$ cat src/rtl/approx_mul_err_sweeper_if.sv
// Host/multiplier-side bundle for approx_mul_err_sweeper.
// APPROX_SQERR_EN adds the err_sqsum result bus.
interface approx_mul_err_sweeper_if #(
    parameter int W = 6
);
    logic             start;
    logic [W-1:0]     op_a;
    logic [W-1:0]     op_b;
    logic [2*W-1:0]   approx_p;
    logic             busy;
    logic             done;
    logic [2*W:0]     err_count;
    logic [4*W-1:0]   err_sum;
    logic [2*W-1:0]   max_err;
`ifdef APPROX_SQERR_EN
    logic [6*W-1:0]   err_sqsum;

    modport master (
        output start, approx_p,
        input  op_a, op_b, busy, done, err_count, err_sum, max_err, err_sqsum
    );
    modport slave (
        input  start, approx_p,
        output op_a, op_b, busy, done, err_count, err_sum, max_err, err_sqsum
    );
`else
    modport master (
        output start, approx_p,
        input  op_a, op_b, busy, done, err_count, err_sum, max_err
    );
    modport slave (
        input  start, approx_p,
        output op_a, op_b, busy, done, err_count, err_sum, max_err
    );
`endif
endinterface

$ cat src/rtl/approx_mul_err_sweeper.sv
// Exhaustive operand sweeper and error accumulator for an external approximate multiplier.
// Optional APPROX_SQERR_EN adds a sum-of-squared-error accumulator (err_sqsum).
module approx_mul_err_sweeper #(
    parameter int W   = 6,
    parameter int LAT = 1
) (
    input  logic                        clk,
    input  logic                        rst_n,
    approx_mul_err_sweeper_if.slave     bus
);
    localparam int PW = 2 * W;

    typedef enum logic [1:0] {IDLE, RUN, DRAIN, DONE} state_t;

    state_t          state;
    logic [PW-1:0]   idx;
    logic [2:0]      drain_cnt;
    logic [LAT:0]    pv;
    logic [PW-1:0]   pe [0:LAT];
    logic [PW-1:0]   issue_prod;
    logic [PW-1:0]   d;

    assign issue_prod = PW'(idx[PW-1:W]) * PW'(idx[W-1:0]);

    // Stage LAT of the exact-product line lines up with the returned approx_p.
    // NOTE: every path assigns d, so this stays combinational with no latch.
    always_comb begin
        d = '0;
        if (bus.approx_p >= pe[LAT])
            d = bus.approx_p - pe[LAT];
        else
            d = pe[LAT] - bus.approx_p;
    end

`ifdef APPROX_SQERR_EN
    logic [4*W-1:0] d_sq;
    assign d_sq = (4*W)'(d) * (4*W)'(d);
`endif

    // NOTE: the product line has no reset; its contents only count when pv marks them valid.
    always_ff @(posedge clk) begin
        pe[0] <= issue_prod;
        for (int j = 1; j <= LAT; j++)
            pe[j] <= pe[j-1];
    end

    // NOTE: all state here uses non-blocking assignments so every register samples pre-edge values.
    always_ff @(posedge clk) begin
        if (!rst_n) begin
            state         <= IDLE;
            idx           <= '0;
            drain_cnt     <= '0;
            pv            <= '0;
            bus.op_a      <= '0;
            bus.op_b      <= '0;
            bus.busy      <= 1'b0;
            bus.done      <= 1'b0;
            bus.err_count <= '0;
            bus.err_sum   <= '0;
            bus.max_err   <= '0;
`ifdef APPROX_SQERR_EN
            bus.err_sqsum <= '0;
`endif
        end else begin
            pv[0] <= (state == RUN);
            for (int j = 1; j <= LAT; j++)
                pv[j] <= pv[j-1];

            if (pv[LAT]) begin
                bus.err_count <= bus.err_count + (PW+1)'(d != '0);
                bus.err_sum   <= bus.err_sum + (4*W)'(d);
                if (d > bus.max_err)
                    bus.max_err <= d;
`ifdef APPROX_SQERR_EN
                bus.err_sqsum <= bus.err_sqsum + (6*W)'(d_sq);
`endif
            end

            case (state)
                IDLE, DONE: begin
                    if (bus.start) begin
                        state         <= RUN;
                        idx           <= '0;
                        bus.busy      <= 1'b1;
                        bus.done      <= 1'b0;
                        bus.err_count <= '0;
                        bus.err_sum   <= '0;
                        bus.max_err   <= '0;
`ifdef APPROX_SQERR_EN
                        bus.err_sqsum <= '0;
`endif
                    end
                end
                RUN: begin
                    bus.op_a <= idx[PW-1:W];
                    bus.op_b <= idx[W-1:0];
                    idx      <= idx + 1'b1;
                    if (idx == '1) begin
                        state     <= DRAIN;
                        drain_cnt <= 3'(LAT);
                    end
                end
                DRAIN: begin
                    // Wait until the last pair's compare lands in the accumulators.
                    if (drain_cnt == '0) begin
                        state    <= DONE;
                        bus.busy <= 1'b0;
                        bus.done <= 1'b1;
                    end else begin
                        drain_cnt <= drain_cnt - 1'b1;
                    end
                end
                default: state <= IDLE;
            endcase
        end
    end
endmodule

$ cat src/flat_wrapper.sv
// flat-port wrapper written by rule: the top's interface ports become plain ports
module approx_mul_err_sweeper_flat 
#(
    parameter int W   = 6,
    parameter int LAT = 1
)
  (clk, rst_n, bus_start, bus_approx_p, bus_op_a, bus_op_b, bus_busy, bus_done, bus_err_count, bus_err_sum, bus_max_err);
  approx_mul_err_sweeper_if #(.W(W)) bus_i ();
  input  logic clk;
  input  logic rst_n;
  input wire logic [$bits(bus_i.start)-1:0] bus_start;
  input wire logic [$bits(bus_i.approx_p)-1:0] bus_approx_p;
  output wire logic [$bits(bus_i.op_a)-1:0] bus_op_a;
  output wire logic [$bits(bus_i.op_b)-1:0] bus_op_b;
  output wire logic [$bits(bus_i.busy)-1:0] bus_busy;
  output wire logic [$bits(bus_i.done)-1:0] bus_done;
  output wire logic [$bits(bus_i.err_count)-1:0] bus_err_count;
  output wire logic [$bits(bus_i.err_sum)-1:0] bus_err_sum;
  output wire logic [$bits(bus_i.max_err)-1:0] bus_max_err;
  assign bus_i.start = bus_start;
  assign bus_i.approx_p = bus_approx_p;
  assign bus_op_a = bus_i.op_a;
  assign bus_op_b = bus_i.op_b;
  assign bus_busy = bus_i.busy;
  assign bus_done = bus_i.done;
  assign bus_err_count = bus_i.err_count;
  assign bus_err_sum = bus_i.err_sum;
  assign bus_max_err = bus_i.max_err;
  approx_mul_err_sweeper #(.W(W), .LAT(LAT)) u_core (.clk(clk), .rst_n(rst_n), .bus(bus_i));
endmodule
$ cat config.mk
export PLATFORM = sky130hd
export DESIGN_NAME = approx_mul_err_sweeper_flat
export DESIGN_NICKNAME = d
export VERILOG_FILES = /design/src/rtl/approx_mul_err_sweeper_if.sv /design/src/rtl/approx_mul_err_sweeper.sv /design/src/flat_wrapper.sv
export SDC_FILE = /design/constraint.sdc
export NUM_CORES = 1
export LEC_CHECK = 0
export CAP_MARGIN = 5
export CORE_UTILIZATION = 62
export CTS_CLUSTER_SIZE = 8
export DETAILED_ROUTE_END_ITERATION = 12
export MAX_ROUTING_LAYER = met4
export PLACE_DENSITY_LB_ADDON = 0.05
export SYNTH_ARGS = -nofsm -noshare
export SYNTH_HDL_FRONTEND = slang
export SYNTH_SLANG_ARGS = --single-unit
$ cat constraint.sdc
create_clock -name clk -period 13.3 [get_ports clk]
set_input_delay 1.33 -clock clk [delete_from_list [all_inputs] [get_ports clk]]
set_output_delay 1.33 -clock clk [all_outputs]
set_load 0.01 [all_outputs]
**Word level (Yosys, flattened, before mapping)**

Memory sizes are Yosys's and may differ from the RTL's.
Cells that the tools add are included.
W data, S select, Z words.

- Memories kept: 1
- Output and inout bits: 63
- Logic and storage cells: 66
- Register bits after elaboration: 82
- Memory bits (writable): 24
- Bits in latches: 0
- ROM bits: 0

- Divide/modulo/power cells: 0
- Multiplexer cells: 26
- Reduce and logical (&&, ||, !) cells: 11
- $lt $le $gt $ge: 2
- Bitwise logic cells: 0
- Add/sub/neg operators: 6
- Eq/ne operators: 8
- Multiply operators: 1
- Shifts and indexed selects: 0

Memories:

| name | depth | width | rd ports | clocked after memory_dff | write ports | line | RTL |
|---|---|---|---|---|---|---|---|
| u_core.pe | 2 | 12 | 2 | 0 | 2 | approx_mul_err_sweeper.sv:19 | `logic [PW-1:0] pe [0:LAT];` |

Operators by type and width:

| cell | count |
|---|---|
| $mux W12 | 6 |
| $mux W24 | 3 |
| $mux W13 | 3 |
| $add A24 B12 Y24 | 1 |
| $pmux W12 S2 | 1 |
| $sub A12 B12 Y12 | 2 |
| $add A13 B1 Y13 | 1 |
| $add A12 B1 Y12 const B | 1 |
| $eq A12 B12 Y1 const B | 1 |
| $ge A12 B12 Y1 | 1 |
| $gt A12 B12 Y1 | 1 |
| $mul A6 B6 Y12 | 1 |
| $reduce_bool A12 Y1 | 1 |
| $reduce_and A3 Y1 | 3 |
| $mux W2 | 3 |
| $mux W3 | 2 |
| $ne A2 B2 Y1 const B | 3 |
| $pmux W2 S3 | 1 |
| $pmux W3 S2 | 1 |
| $reduce_bool A2 Y1 | 3 |
| $eq A2 B2 Y1 const B | 2 |
| $mux W1 | 4 |
| $pmux W1 S2 | 2 |
| $logic_not A3 Y1 | 1 |
| other kinds (6) | 6 |

**Logic depth before layout (Yosys ltp)**

- Word-level depth: 7
- Gate-level depth with buffers: 21
- Gate-level depth less buffers: 20

**Least setup slack after synthesis**

Ideal clock, no wire load.

- Kind: input to register
- From: input bus_approx_p[0]
- To: register u_core.bus.max_err[5]
- Arrival: 5.555 ns
- Stages on the path: 20
- Slack: 7.617 ns
- Path buffers: 2
- Setup time: 0.128 ns
- Required time: 13.172 ns
- Path through: inv_1 ha_1 inv_1 fa_1 nand3_1 a311oi_4 a211o_4 nor2_2 mux2_4 a2111o_1 and2_1 ha_1 nand4_1 or2_2 o21ai_0 o221a_2 clkbuf_1 buf_1 mux2i_1 nor2_1

- Cells in the longest elaborated chain, start to end: 7
- Elaborated cells between the ends (all ways): 9
- Those cells by class: add/sub: 2; order compare: 2; mux: 5

RTL lines:

| element | line | RTL |
|---|---|---|
| start, declared | flat_wrapper.sv:12 | `input wire logic [$bits(bus_i.approx_p)-1:0] bus_approx_p;` |
| $sub A12 B12 Y12 (tied with other cells) | approx_mul_err_sweeper.sv:32 | `d = pe[LAT] - bus.approx_p;` |
| $mux W12 * | approx_mul_err_sweeper.sv:29 | `if (bus.approx_p >= pe[LAT])` |
| $gt A12 B12 Y1 | approx_mul_err_sweeper.sv:72 | `if (d > bus.max_err)` |
| $mux W12 * | approx_mul_err_sweeper.sv:72 |  |
| $mux W12 * | approx_mul_err_sweeper.sv:69 | `if (pv[LAT]) begin` |
| $mux W12 | approx_mul_err_sweeper.sv:81 | `if (bus.start) begin` |
| $mux W12 * | approx_mul_err_sweeper.sv:79 | `case (state)` |
| end signal, assigned | approx_mul_err_sweeper.sv:60 | `bus.max_err <= '0;` |
| end signal, assigned | approx_mul_err_sweeper.sv:73 | `bus.max_err <= d;` |
| end signal, assigned | approx_mul_err_sweeper.sv:88 | `bus.max_err <= '0;` |
| end, declared | approx_mul_err_sweeper_if.sv:33 | `output op_a, op_b, busy, done, err_count, err_sum, max_err` |

Mark *: on every way between the ends. The rest lies on a longest branch, timed or not.
A chain may end at the register's enable or synchronous reset.

**Final worst setup path**

- From: input bus_approx_p[3]
- To: register u_core.bus.max_err[4]

Same word-level chain as after synthesis.

==> impl_metrics.yaml <==
die:
  start_util_pct: 64.0
  rows: 38
  die_w_microns: 108
  pin_count: 78
  die_height_microns: 108
  core-area_sq_um: 10900
  die-area_sq_um: 11700
synth:
  ys_ff_latch: 106
  synth_compound_area_share_pct: 14.2
  synthFlopType: "dfxtp_1"
  synth-simple-area-share_pct: 19.8
  netlist_area_sq_um: 6970
  synthAdderAreaFrac_pct: 19.2
  synth_edf_count: 0
  syn_avg_cell_area_sq_um: 8.72
  synth.area.mux_share_pct: 4.81
  synth_top_family_by_area: "simple AND/OR/NAND/NOR gates"
  synthCells: 800
  synth_top_area_cell: "dfxtp_1"
  ys_seq_area_share_pct: 30.4
  async_flop_share_pct: 0
  ys_types: 68
  synth-xor-area-share_pct: 5.15
  synthesis.nets: 910
  synth_top_area_share_pct: 30.4
  synth_area_leaders: "dfxtp_1, ha_1, fa_1"
  yosys_warnings: 0
sta:
  hold_viol: 0
  final.setup.tns_ns: 0
  setup_viol: 0
  worst_slack_ns: 7.49
  finalCritPeriodShare_pct: 43.7
  rsz0062_at_grt: "false"
  worst_pin_slew_ns: 0.791
  finClkSkew_ns: 0.0197
  relSlewSlack_pct: 47.3
  slew_viol_final: 0
  fin_crit_ns: 5.81
  fmax_mhz: 172
status:
  status: "complete, no violations"
setup_path:
  critPathKind: "input pin to flip-flop"
  cp_data_required_time_ns: 13.56
  cpPeakStageDelay_ns: 0.51
  crit_chain: "clkdlybuf4s50_1 -> inv_1 -> ha_1 -> nand3_1 -> a311oi_4 -> a211o_4 -> nor2_2 -> mux2_4 -> a2111o_1 -> and2_1 -> ha_1 -> nand4_1 -> or2_2 -> o21ai_0 -> o221a_2 -> mux2i_1 -> nor2_1"
  cp_common_cell: "ha_1"
  cp_top_family: "compound AO/OA/AOI/OAI gates"
  path_buf_inv: 2
  startpoint_type: "input pin"
  crit_slowest_cell: "clkdlybuf4s50_1"
  worst_ep_arrival_time_ns: 6.08
  endpoint_kind: "flip-flop"
  cp_max_fo: 17
global_route:
  gr-total-overflow: 0
  antenna_found_initial: 0
  grt_pass1_vias: 5460
  grt_usage_pct: 27.9
  grt_max_degree: 51
  grt_first_pass_wirelength_microns: 24900
placement:
  io_buffer_count: 77
  pre_cts_slack_ns: 7.14
  routabilityCongestion: 0.883
  dp_cells: 985
  dp_hpwl_microns: 11700
final_layout:
  diodes: 0
  most-common-layout-cells: "dfxtp_1, inv_1, clkdlybuf4s50_1, ha_1, nor2_1"
  final_util_pct: 73.7
  final_common_cell: "dfxtp_1"
  area_growth_syn_to_layout_pct: 15.1
  num-nets-final: 966
  fin_cells: 1001
  layout-drive-gt1-share_pct: 4.18
hold_path:
  hold_path_class: "flip-flop to flip-flop"
clock_network:
  clock_latency_ns: 0.39
  cts_buffers: 9
  clk_root_buffer_cell: "clkbuf_8"
  clockBufferDepth: 2
  post_cts_buffers: 0
  post_cts_resized: 0
  clkTransAtPathRegs_ns: 0.10
  cts_sinks: 106
  cts_tree: "built"
  h-tree-depth: 3
  cts_hold_buf: 0
job:
  cap_violations: 0
route:
  viasPerCell: 5.68
  drc: 0
  ant_nets: 0
  routed_wl_microns: 15300
  routedWlPerCell_microns: 15.3
  drtIter0Drc: 221
  num_vias: 5681
  dr.pass1.iters: 5
pwr:
  power_density_nw_per_um2: 99.3
  ir_worst_vdd_uv: 90.2
  p_leak_uw: 0.00330
sequential cells by signal (all words and copies together), names as in the netlist:
register,count
u_core.drain_cnt,3
u_core.bus.err_count,13
u_core.bus.op_a,6
u_core.bus.busy,1
u_core.bus.max_err,12
u_core.idx,12
u_core.state,2
u_core.bus.err_sum,24
u_core.bus.op_b,6
u_core.pv,2
u_core.pe,24
u_core.bus.done,1
per-stage QoR:
stage | hold WS, ns | power [uW] | instance area [sq um]
detailed placement | 0.312 | 561 | 7780
global placement | 0.310 | 553 | 7780
finish | 0.333 | 797 | 8030
floorplan | 0.310 | 504 | 6970
global route | 0.342 | 838 | 8030
CTS | 0.334 | 802 | 8030
final timing paths:
kind	from	to	slack [ns]	cells after the start
setup / recovery	bus_approx_p[3]	u_core.bus.max_err[4]	7.49	17
hold / removal	u_core.pe[0][0]	u_core.pe[0][12]	0.33	0
setup reg to reg	u_core.pe[0][12]	u_core.bus.max_err[4]	8.59	17
hold reg to reg	u_core.pe[0][0]	u_core.pe[0][12]	0.33	0
synthesized netlist by cell type (all sizes together) (4+ instances only):
cell / number
mux2i: 32
and3: 9
nand3: 16
o21bai: 7
and2: 33
a21o: 11
a31oi: 4
nor2b: 25
inv: 79
clkbuf: 24
dfxtp: 106
or3: 10
a211oi: 8
buf: 10
nand4: 16
xor2: 19
nor2: 70
fa: 20
o21ai: 24
nand3b: 5
nand2b: 8
nor3: 11
a21oi: 54
a31o: 6
xnor2: 22
nand2: 50
ha: 75
logic make-up after synthesis:
| logic type | count (synthesis) |
|---|---|
| compound gates | 145 |
| xor+xnor | 41 |
| fa+ha+maj | 95 |
| buf+inv | 113 |
| flops | 106 |
| mux | 33 |
| simple gates | 267 |
where the power goes:
part           total [uW]  internal [uW]  switching, uW
registers             342            330           11.9
logic                 213           86.8            126
clock network         242            127            115
per-layer routing:
metal  global-route usage, %  routed length [microns]  vias to the layer above  part of all wire [%]
met5                       -                        0                        -                     0
met4                    12.3                      437                        0                   2.9
met3                    3.92                      607                       32                   4.0
met2                    46.1                     7320                      132                    48
met1                    33.7                     6930                     2682                    45
li1                        -                        -                     2835                     -
layout make-up:
type,count,area [sq um]
Clock buffer,11,131
Tap cell,140,175
Sequential cell,106,2120
Clock inverter,5,110
Fill cell,829,2860
Inverter,79,297
Multi-Input combinational cell,581,4400
Timing Repair Buffer,79,786
Note: power is estimated with default switching activity, not from simulation.
